--- config.mk ---
export PLATFORM = sky130hd
export DESIGN_NAME = memory_arbiter
export DESIGN_NICKNAME = d
export VERILOG_FILES = /design/src/rtl/memory_arbiter.sv
export SDC_FILE = /design/constraint.sdc
export NUM_CORES = 1
export LEC_CHECK = 0
export CAP_MARGIN = 0
export CORE_MARGIN = 8
export CORE_UTILIZATION = 18
export CTS_CLUSTER_SIZE = 10
export DETAILED_ROUTE_END_ITERATION = 10
export GPL_ROUTABILITY_DRIVEN = 0
export GPL_TIMING_DRIVEN = 0
export PLACE_DENSITY = 0.76
export SYNTH_ARGS = -nofsm -noshare
export SYNTH_HDL_FRONTEND = slang
export SYNTH_SLANG_ARGS = --single-unit
--- constraint.sdc ---
create_clock -name CLK -period 1.2 [get_ports CLK]
set_input_delay 0.12 -clock CLK [delete_from_list [all_inputs] [get_ports CLK]]
set_output_delay 0.12 -clock CLK [all_outputs]
set_load 0.005 [all_outputs]
--- src/rtl/memory_arbiter.sv ---
// -----------------------------------------------------------------------------
// memory_arbiter
//   Shares one memory port between the instruction-fetch and data requesters.
//   Three-state FSM (IDLE / IGRANT / DGRANT). On a tie in IDLE, the requester
//   that was not served last wins. Out of reset the last-served requester is
//   taken to be the instruction side, so data wins the first tie.
//   A grant completes in the cycle the memory reports ACCESS. In that cycle
//   the granted wait output drops for exactly one cycle and the load output
//   shows ramload. FREE, BUSY and ERROR all keep the grant, so ERROR simply
//   retries. If the granted side withdraws its request, the grant is abandoned
//   with no completion pulse.
//   The ram-side and requester-side outputs are combinational. They are
//   decoded from the state register, so reset clears them immediately.
//
// Optional feature macro: MEMARB_STATS_EN
//   When defined, adds icount/dcount. These are saturating counters of
//   completed instruction and data transfers; abandoned grants are not
//   counted.
// -----------------------------------------------------------------------------
module memory_arbiter (
    input  logic        CLK,
    input  logic        RST,
    input  logic        iREN,
    input  logic [31:0] iaddr,
    output logic [31:0] iload,
    output logic        iwait,
    input  logic        dREN,
    input  logic        dWEN,
    input  logic [31:0] daddr,
    input  logic [31:0] dstore,
    output logic [31:0] dload,
    output logic        dwait,
    input  logic        halt,
    output logic        ramREN,
    output logic        ramWEN,
    output logic [31:0] ramaddr,
    output logic [31:0] ramstore,
    input  logic [31:0] ramload,
    input  logic [1:0]  ramstate
`ifdef MEMARB_STATS_EN
    ,
    output logic [31:0] icount,
    output logic [31:0] dcount
`endif
);

    localparam logic [1:0] IDLE   = 2'd0;
    localparam logic [1:0] IGRANT = 2'd1;
    localparam logic [1:0] DGRANT = 2'd2;

    localparam logic [1:0] RAM_ACCESS = 2'd2;

    logic [1:0] state_r;
    logic [1:0] next_state_s;
    logic       last_data_r;     // 1: data was served last, 0: instruction
    logic       i_req_s;
    logic       d_req_s;
    logic       i_done_s;
    logic       d_done_s;

    // Request qualification: a halted core may not start a new fetch
    always_comb begin
        i_req_s = iREN & ~halt;
        d_req_s = dREN | dWEN;
    end

    // Next-state decode and completion detection
    always_comb begin
        next_state_s = state_r;
        i_done_s     = 1'b0;
        d_done_s     = 1'b0;
        case (state_r)
            IDLE: begin
                if (i_req_s && d_req_s) begin
                    next_state_s = last_data_r ? IGRANT : DGRANT;
                end else if (d_req_s) begin
                    next_state_s = DGRANT;
                end else if (i_req_s) begin
                    next_state_s = IGRANT;
                end else begin
                    next_state_s = IDLE;
                end
            end
            IGRANT: begin
                // halt is deliberately ignored here so a started fetch completes
                if (!iREN) begin
                    next_state_s = IDLE;
                end else if (ramstate == RAM_ACCESS) begin
                    i_done_s     = 1'b1;
                    next_state_s = IDLE;
                end else begin
                    next_state_s = IGRANT;
                end
            end
            DGRANT: begin
                if (!d_req_s) begin
                    next_state_s = IDLE;
                end else if (ramstate == RAM_ACCESS) begin
                    d_done_s     = 1'b1;
                    next_state_s = IDLE;
                end else begin
                    next_state_s = DGRANT;
                end
            end
            default: begin
                next_state_s = IDLE;
            end
        endcase
    end

    // State and last-served registers
    always_ff @(posedge CLK or posedge RST) begin
        if (RST) begin
            state_r     <= IDLE;
            last_data_r <= 1'b0;
        end else begin
            state_r <= next_state_s;
            if (i_done_s) begin
                last_data_r <= 1'b0;
            end else if (d_done_s) begin
                last_data_r <= 1'b1;
            end else begin
                last_data_r <= last_data_r;
            end
        end
    end

    // Output decode: memory port mux plus requester wait/load responses
    always_comb begin
        ramREN   = 1'b0;
        ramWEN   = 1'b0;
        ramaddr  = 32'd0;
        ramstore = 32'd0;
        iwait    = 1'b1;
        dwait    = 1'b1;
        iload    = 32'd0;
        dload    = 32'd0;
        case (state_r)
            IDLE: begin
                ramREN = 1'b0;
            end
            IGRANT: begin
                ramREN  = 1'b1;
                ramWEN  = 1'b0;
                ramaddr = iaddr;
                iwait   = ~i_done_s;
                iload   = i_done_s ? ramload : 32'd0;
            end
            DGRANT: begin
                ramaddr  = daddr;
                ramstore = dstore;
                ramWEN   = dWEN;
                ramREN   = dREN & ~dWEN;   // a store takes precedence over a load
                dwait    = ~d_done_s;
                dload    = d_done_s ? ramload : 32'd0;
            end
            default: begin
                ramREN = 1'b0;
            end
        endcase
    end

`ifdef MEMARB_STATS_EN
    logic [31:0] icount_r;
    logic [31:0] dcount_r;

    // Saturating completion counters
    always_ff @(posedge CLK or posedge RST) begin
        if (RST) begin
            icount_r <= 32'd0;
            dcount_r <= 32'd0;
        end else begin
            if (i_done_s && (icount_r != 32'hFFFF_FFFF)) begin
                icount_r <= icount_r + 32'd1;
            end else begin
                icount_r <= icount_r;
            end
            if (d_done_s && (dcount_r != 32'hFFFF_FFFF)) begin
                dcount_r <= dcount_r + 32'd1;
            end else begin
                dcount_r <= dcount_r;
            end
        end
    end

    // Expose the counters
    always_comb begin
        icount = icount_r;
        dcount = dcount_r;
    end
`endif

endmodule

==> qor_table.md <==
| Step | Quantity | This run |
| --- | --- | --- |
| drt | Post-DR vias/cell | 4.39 |
| worst hold path | Hold/Removal Path Class | input port to asynchronous set/reset pin |
| drt | Routed Antenna Nets | 0 |
| placement | Hpwl dp | 9170 um |
| status | Status | complete, but fails checks |
| global routing | Number of antenna violations at the first check in global routing | 0 |
| clocking | TritonCTS Sinks | 3 |
| global routing | Wire length of the first global-routing pass | 17800 um |
| worst setup path | Minimum setup slack among reg-to-reg paths | -0.25 ns |
| clocking | Number of H-tree branching levels | 1 |
| yosys | Post-synthesis share of cell area spent on and, or, nand and nor gates | 0.631 |
| worst setup path | Kind of end point of the critical path | output port |
| yosys | Syn. warnings | 0 |
| job | Max-cap violations | 0 |
| finish | Post-route cell area | 5500 um2 |
| sta | Min setup slack post-route | -0.628 ns |
| finish | Area of combinational cells with multiple inputs | 1760 um2 |
| pwr | Clock power frac | 0.038 |
| clocking | Clock-pin slew on the worst setup and hold paths | 0.03 ns |
| worst setup path | Logic depth of the worst register-to-register path | 7 |
| pwr | Power Density | 1430 nW/um2 |
| pwr | Share of power burned in combinational logic | 0.937 |
| finish | Area Overhead vs Synth | 297% |
| pwr | Power dissipated by switching net loads | 2.71 mW |
| sta | Final slew viol count | 0 |
| yosys | Xor and xnor fraction of the mapped netlist area | 0 |
| finish | Share of post-route cells with drive strength above 1 | 0.658 |
| sta | RSZ-0062 raised after global routing | yes |
| worst setup path | CP Data Arrival Time | 1.71 ns |
| global routing | Via count of the first global-routing pass | 3107 |
| finish | Commonest cells after routing, fill and taps aside | clkdlybuf4s50_1 (135), buf_6 (127), and2_4 (85) |
| finish | Commonest non-fill, non-tap cell in the layout | clkdlybuf4s50_1 |
| yosys | Post-Synthesis Mean Instance Area | 6.63 um2 |
| pwr | Seq pwr share | 0.025 |
| yosys | Sequential-to-total area share from yosys stat | 0.0542 |
| drt | # DRC | 0 |
| pwr | VDD IR-drop max | 0.000915 V |
| finish | Post-route non-filler standard cell count | 629 |
| finish | Number of fill cells in the layout | 524 |
| yosys | Library cells used by synthesis | 20 |
| floorplan | Count of boundary I/O pins | 268 |
| global routing | Gr ovfl total | 0 |
| sta | Transition time at the pin with the least slew margin | 0.340 ns |
| finish | Count of nets after finishing | 668 |
| worst setup path | Start point of the critical path | state_r[0] |
| floorplan | Die ar. | 10800 um2 |
| worst setup path | Worst Path Class, Setup | flop to output port |
| drt | Final WL | 12100 um |
| placement | Worst slack at placement | -0.927 ns |
| yosys | Synth Area in Compound Gates | 0.199 |
| sta | Shortest clock period the worst path allows after layout | 1.83 ns |
| pwr | Leakage power summed over all cells | 2.50 nW |
| drt | DR iter-0 viols | 37 |
| sta | Max Freq | 547 MHz |
| sta | Setup-failing EPs final | 135 |
| floorplan | Y dimension of the die | 104 um |
| pwr | Cell-internal power | 5.14 mW |
| pwr | Switching share of total power | 0.345 |
| sta | Hold violation total from the final report | 0 |
| floorplan | Initial core utilization | 0.182 |
| yosys | Total nets after synthesis | 349 |
| worst setup path | Required time of the critical path | 1.08 ns |
| placement | Post-place instance area | 4240 um2 |
| yosys | Dominant combinational cell family by area after synthesis | simple AND/OR/NAND/NOR gates |
| drt | Detailed Routing Iterations Pass 1 | 4 |
| yosys | Multiplexer fraction of the synthesized cell area | 0 |
| finish | Sequential cell area | 76.3 um2 |
| floorplan | Core area | 7610 um2 |
| drt | Post-DR wirelength/cell | 19.2 um |
| sta | Rel. slew slack | 0.773 |
| worst setup path | CP startpoint kind | flop |
| global routing | Maximum number of pins on one net before global-route repair | 11 |
| finish | Number of antenna cells inserted | 0 |
| worst setup path | Critical path peak fanout | 6 |
| clocking | Clock tree from TritonCTS | done |
| placement | Number of placed instances, taps included | 578 |
| drt | Via count of the routed design | 2764 |
| clocking | Num CTS Buffers | 3 |
| yosys | Yosys reg bits | 3 |
| floorplan | Rows | 32 |
| floorplan | Die boundary width | 104 um |
| yosys | Gate count of the mapped netlist | 209 |
| worst setup path | Reg-to-Reg Start | state_r[0] |
| status | Violations in the final reports | negative setup slack |
| placement | Buffers on Ports | 267 |
| sta | Clock Skew | 0.000211 ns |
| yosys | Netlist Area Pre-Place | 1390 um2 |
| yosys | Adder-cell share of the synthesized area | 0.0361 |
| finish | Utilization after layout | 0.723 |
| clocking | Source-to-sink clock delay at the later pin of the worst-skew pair | 0.22 ns |
| sta | Final critical-path share of the clock period | 1.52 |
| clocking | Clk Tree Root Cell | clkbuf_8 |
| clocking | CTS max path bufs | 2 |
| global routing | GRT Util Overall | 0.202 |
## cells in the mapped netlist (all sizes together)
cell type / number / area share
and2: 97 / 0.44
a22oi: 33 / 0.18
nor2b: 33 / 0.15
clkbuf: 13 / 0.038
buf: 7 / 0.025
inv: 6 / 0.016
ha: 4 / 0.036
dfrtp: 3 / 0.054
nor2: 2 / 0.0054
o21a: 2 / 0.011
a21oi: 1 / 0.0036
and3: 1 / 0.0045
nand2: 1 / 0.0027
nand2b: 1 / 0.0099
nand3: 1 / 0.0036
nand3b: 1 / 0.0054
nor3: 1 / 0.0036
nor3b: 1 / 0.0090
o2111ai: 1 / 0.0063
## through the flow
stage	power, mW	TNS [ns]	hold WS, ns
floorplan	1.94	-10.26	-0.126
global placement	4.37	-101.42	0.300
detailed placement	4.44	-107.33	0.318
CTS	6.45	-66.72	0.0960
global route	8.31	-67.49	0.115
finish	7.84	-60.91	0.0982
## registers in the layout, summed over array words and instances, names as in the netlist
| register | flops |
|---|---|
| last_data_r | 1 |
| state_r | 2 |
## repair_timing
| item | 4_1_cts | 5_1_grt |
|---|---|---|
| resized for setup | 713 | 160 |
| setup endpoints to repair | 135 | 135 |
| hold buffers | 0 | 0 |
| gates cloned | 10 | 2 |
| pin swaps | 52 | 31 |
| endpoints found under the hold margin | 0 | 0 |
| buffers inserted | 36 | 3 |
## cell type report
cell class	instances	share of cell area
Sequential cell	3	0.0139
Tap cell	102	0.0232
Inverter	6	0.00409
Multi-Input combinational cell	180	0.320
Timing Repair Buffer	316	0.580
Clock buffer	4	0.00819
Buffer	18	0.0505
## metal layers
metal  GRT usage  routed length (um)  vias to the layer above
li1            -                   -                     1319
met1       0.203                4270                     1278
met2       0.404                6780                      151
met3      0.0564                 867                       16
met4      0.0300                 185                        0
met5           0                   0                        -
## final timing paths
path,endpoint
setup / recovery,dload[18]
max in group asynchronous,state_r[1]
hold reg to reg,last_data_r
hold / removal,state_r[1]
setup reg to reg,last_data_r
min in group CLK,last_data_r
## critical path, cell delays in order, from the launching register on
cell     delay, ns
dfrtp_1       0.40
inv_2         0.09
ha_4          0.16
nor3b_4       0.21
buf_6         0.17
buf_6         0.12
buf_6         0.09
and2_4        0.14
buf_6         0.09
## power by group through the flow
stage	Clock [mW]	Combinational (mW)	Sequential [mW]
2_1_floorplan	0	1.77	0.174
3_3_place_gp	0	4.19	0.183
3_5_place_dp	0	4.25	0.185
4_1_cts	0.300	5.96	0.195
5_1_grt	0.314	7.79	0.206
6_report	0.296	7.35	0.199
## logic make-up after synthesis
logic type / count (synthesis)
buffers and inverters: 26
adder cells (fa/ha/maj): 4
flip-flops: 3
AO/OA/AOI/OAI: 37
AND/OR/NAND/NOR: 139
(Power assumes the default switching activity.)
==> RTL change, RTL diff (same settings) <==
Build with the macro `MEMARB_STATS_EN` defined.
--- a/src/rtl/memory_arbiter.sv
+++ b/src/rtl/memory_arbiter.sv
@@ -17,6 +17,8 @@
 //   completed instruction and data transfers; abandoned grants are not
 //   counted.
 // -----------------------------------------------------------------------------
+`define MEMARB_STATS_EN
+
 module memory_arbiter (
     input  logic        CLK,
     input  logic        RST,
Function (old outputs only; new: dcount and icount): kept (Yosys induction, for registers that start in step).
==> RTL change against the unedited design <==
  * The run still ends with negative setup slack left
  * Area after synthesis rose to 3.2 times the old value
  * Synthesized cell count rose by 130%
  * Largest power group unchanged
  * Total power rose by 54%
  * Design area rose by 94%
  * Utilization fell by 29 points
  * Sequential cell count rose by 64
  * Non-clock buffer count rose by 167
  * First-iteration DRC count rose to 6.1 times the old value
  * Sequential share of layout area rose by 15 points
  * Worst setup slack got worse by 0.35 ns
  * Wire length rose by 110%
  * Critical path depth rose by 2
==> RTL change: results (changes against the unedited design) <==
[status]
outcome = complete, but fails checks
violations = negative setup slack

[timing]
setup_viol_count_final = 203  ; +50%
skew_ns = 0.00831  ; +0.00810 ns
setup_slack_ns = -0.983  ; -0.354 ns
max_slew.worst_pin.slew_ns = 0.757  ; +0.417 ns

[placement]
place_ws_ns = -1.31  ; -0.382 ns
dp_cells = 1153  ; +99%
placed_area_sq_um = 8350  ; +97%

[worst_setup_path]
reg2reg_slack_ns = -0.96  ; -0.71 ns
crit_arrival_ns = 2.06  ; +0.35 ns
r2r_cells = 11  ; +4

[synthesis]
synth_common_cells = 101 x and2_1, 67 x dfrtp_1, 41 x xnor2_1
synth_nets = 633  ; +81%
yosysUniqueCellTypes = 49  ; +150%
synth_area_per_cell_sq_um = 9.14  ; +38%

[routing]
wl_mm = 25.8  ; +110%
routed_via_density = 4.31  ; -1.9%
firstDrtPassIters = 5  ; +1

[clocking]
cts_htree_levels = 3  ; +2
clock-root-buffer = clkbuf_16

[global_route]
antenna_found_initial = 2  ; +2
grt_max_degree = 37  ; +26
grt_pass1_wl_mm = 34.3  ; +93%

[final_layout]
fillCellCount = 2311  ; +340%
nNetsFinal = 1116  ; +67%

[power_and_ir_drop]
irDropWorstVdd_v = 0.000999  ; +9.2%
p_leak_nw = 5.77  ; +130%

## RTL change: power by group
part / internal [mW] / total [mW] / switching [mW]
logic: 3.93 / 6.60 / 2.67
clock network: 1.91 / 2.92 / 1.01
registers: 2.40 / 2.59 / 0.188
total: 8.24 / 12.1 / 3.87
## RTL change: through the flow
stage	power, mW	utilization, %
after global routing	12.7	42.9
after CTS	10.9	37.2
after floorplan	4.60	-
final	12.1	42.9
after global placement	7.48	33.6
after detailed placement	7.52	33.7
## RTL change: layer usage
metal | track usage (%) | vias up | routed length, um
li1 | - | 2673 | -
met1 | 18.1 | 2715 | 10800
met2 | 24.8 | 215 | 13000
met3 | 4.45 | 26 | 1650
met4 | 3.31 | 4 | 316
met5 | 0 | - | 27
## RTL change: area by class of cell
cell class | instances | area share, %
Clock inverter | 2 | 0.564
Multi-Input combinational cell | 388 | 32.0
Tap cell | 330 | 3.88
Timing Repair Buffer | 476 | 41.4
Buffer | 25 | 3.22
Sequential cell | 67 | 16.1
Inverter | 7 | 0.399
Clock buffer | 12 | 2.41
## RTL change: how the worst max path moves through the flow
| stage | start | endpoint | slack, ns | cells past startpoint |
|---|---|---|---|---|
| after floorplan | state_r[1]$_DFF_PP0_ | icount[24]$_DFFE_PP0P_ | -0.72 | 8 |
| after global placement | state_r[1]$_DFF_PP0_ | iload[4] | -1.28 | 8 |
| after detailed placement | state_r[1]$_DFF_PP0_ | iload[4] | -1.31 | 8 |
| after CTS | state_r[0]$_DFF_PP0_ | ramaddr[24] | -1.08 | 5 |
| after global routing | state_r[0]$_DFF_PP0_ | dload[25] | -1.09 | 10 |
| final | state_r[0]$_DFF_PP0_ | dload[25] | -0.98 | 10 |
## RTL change: cell families after synthesis
family	Yosys count	synth area share, %
multiplexers	5	1.23
AO/OA/AOI/OAI	47	8.25
buffers and inverters	36	3.43
AND/OR/NAND/NOR	273	37.0
XOR/XNOR	57	11.1
flip-flops	67	37.3
adder cells (fa/ha/maj)	6	1.67
## RTL change: worst max-delay path: cells and delay by family (launching register included)
kind	cells	cell delay, ns
DFF	1	0.41
and+or+nand+nor	3	0.53
adders and majority gates	1	0.15
buffers and inverters	6	0.62
## RTL change: timing repair
item	in CTS	in global routing
pin swaps	62	87
gates cloned	6	2
buffers inserted	28	112
endpoints found under the setup margin	263	263
gates resized for setup	439	428
hold buffers	0	0
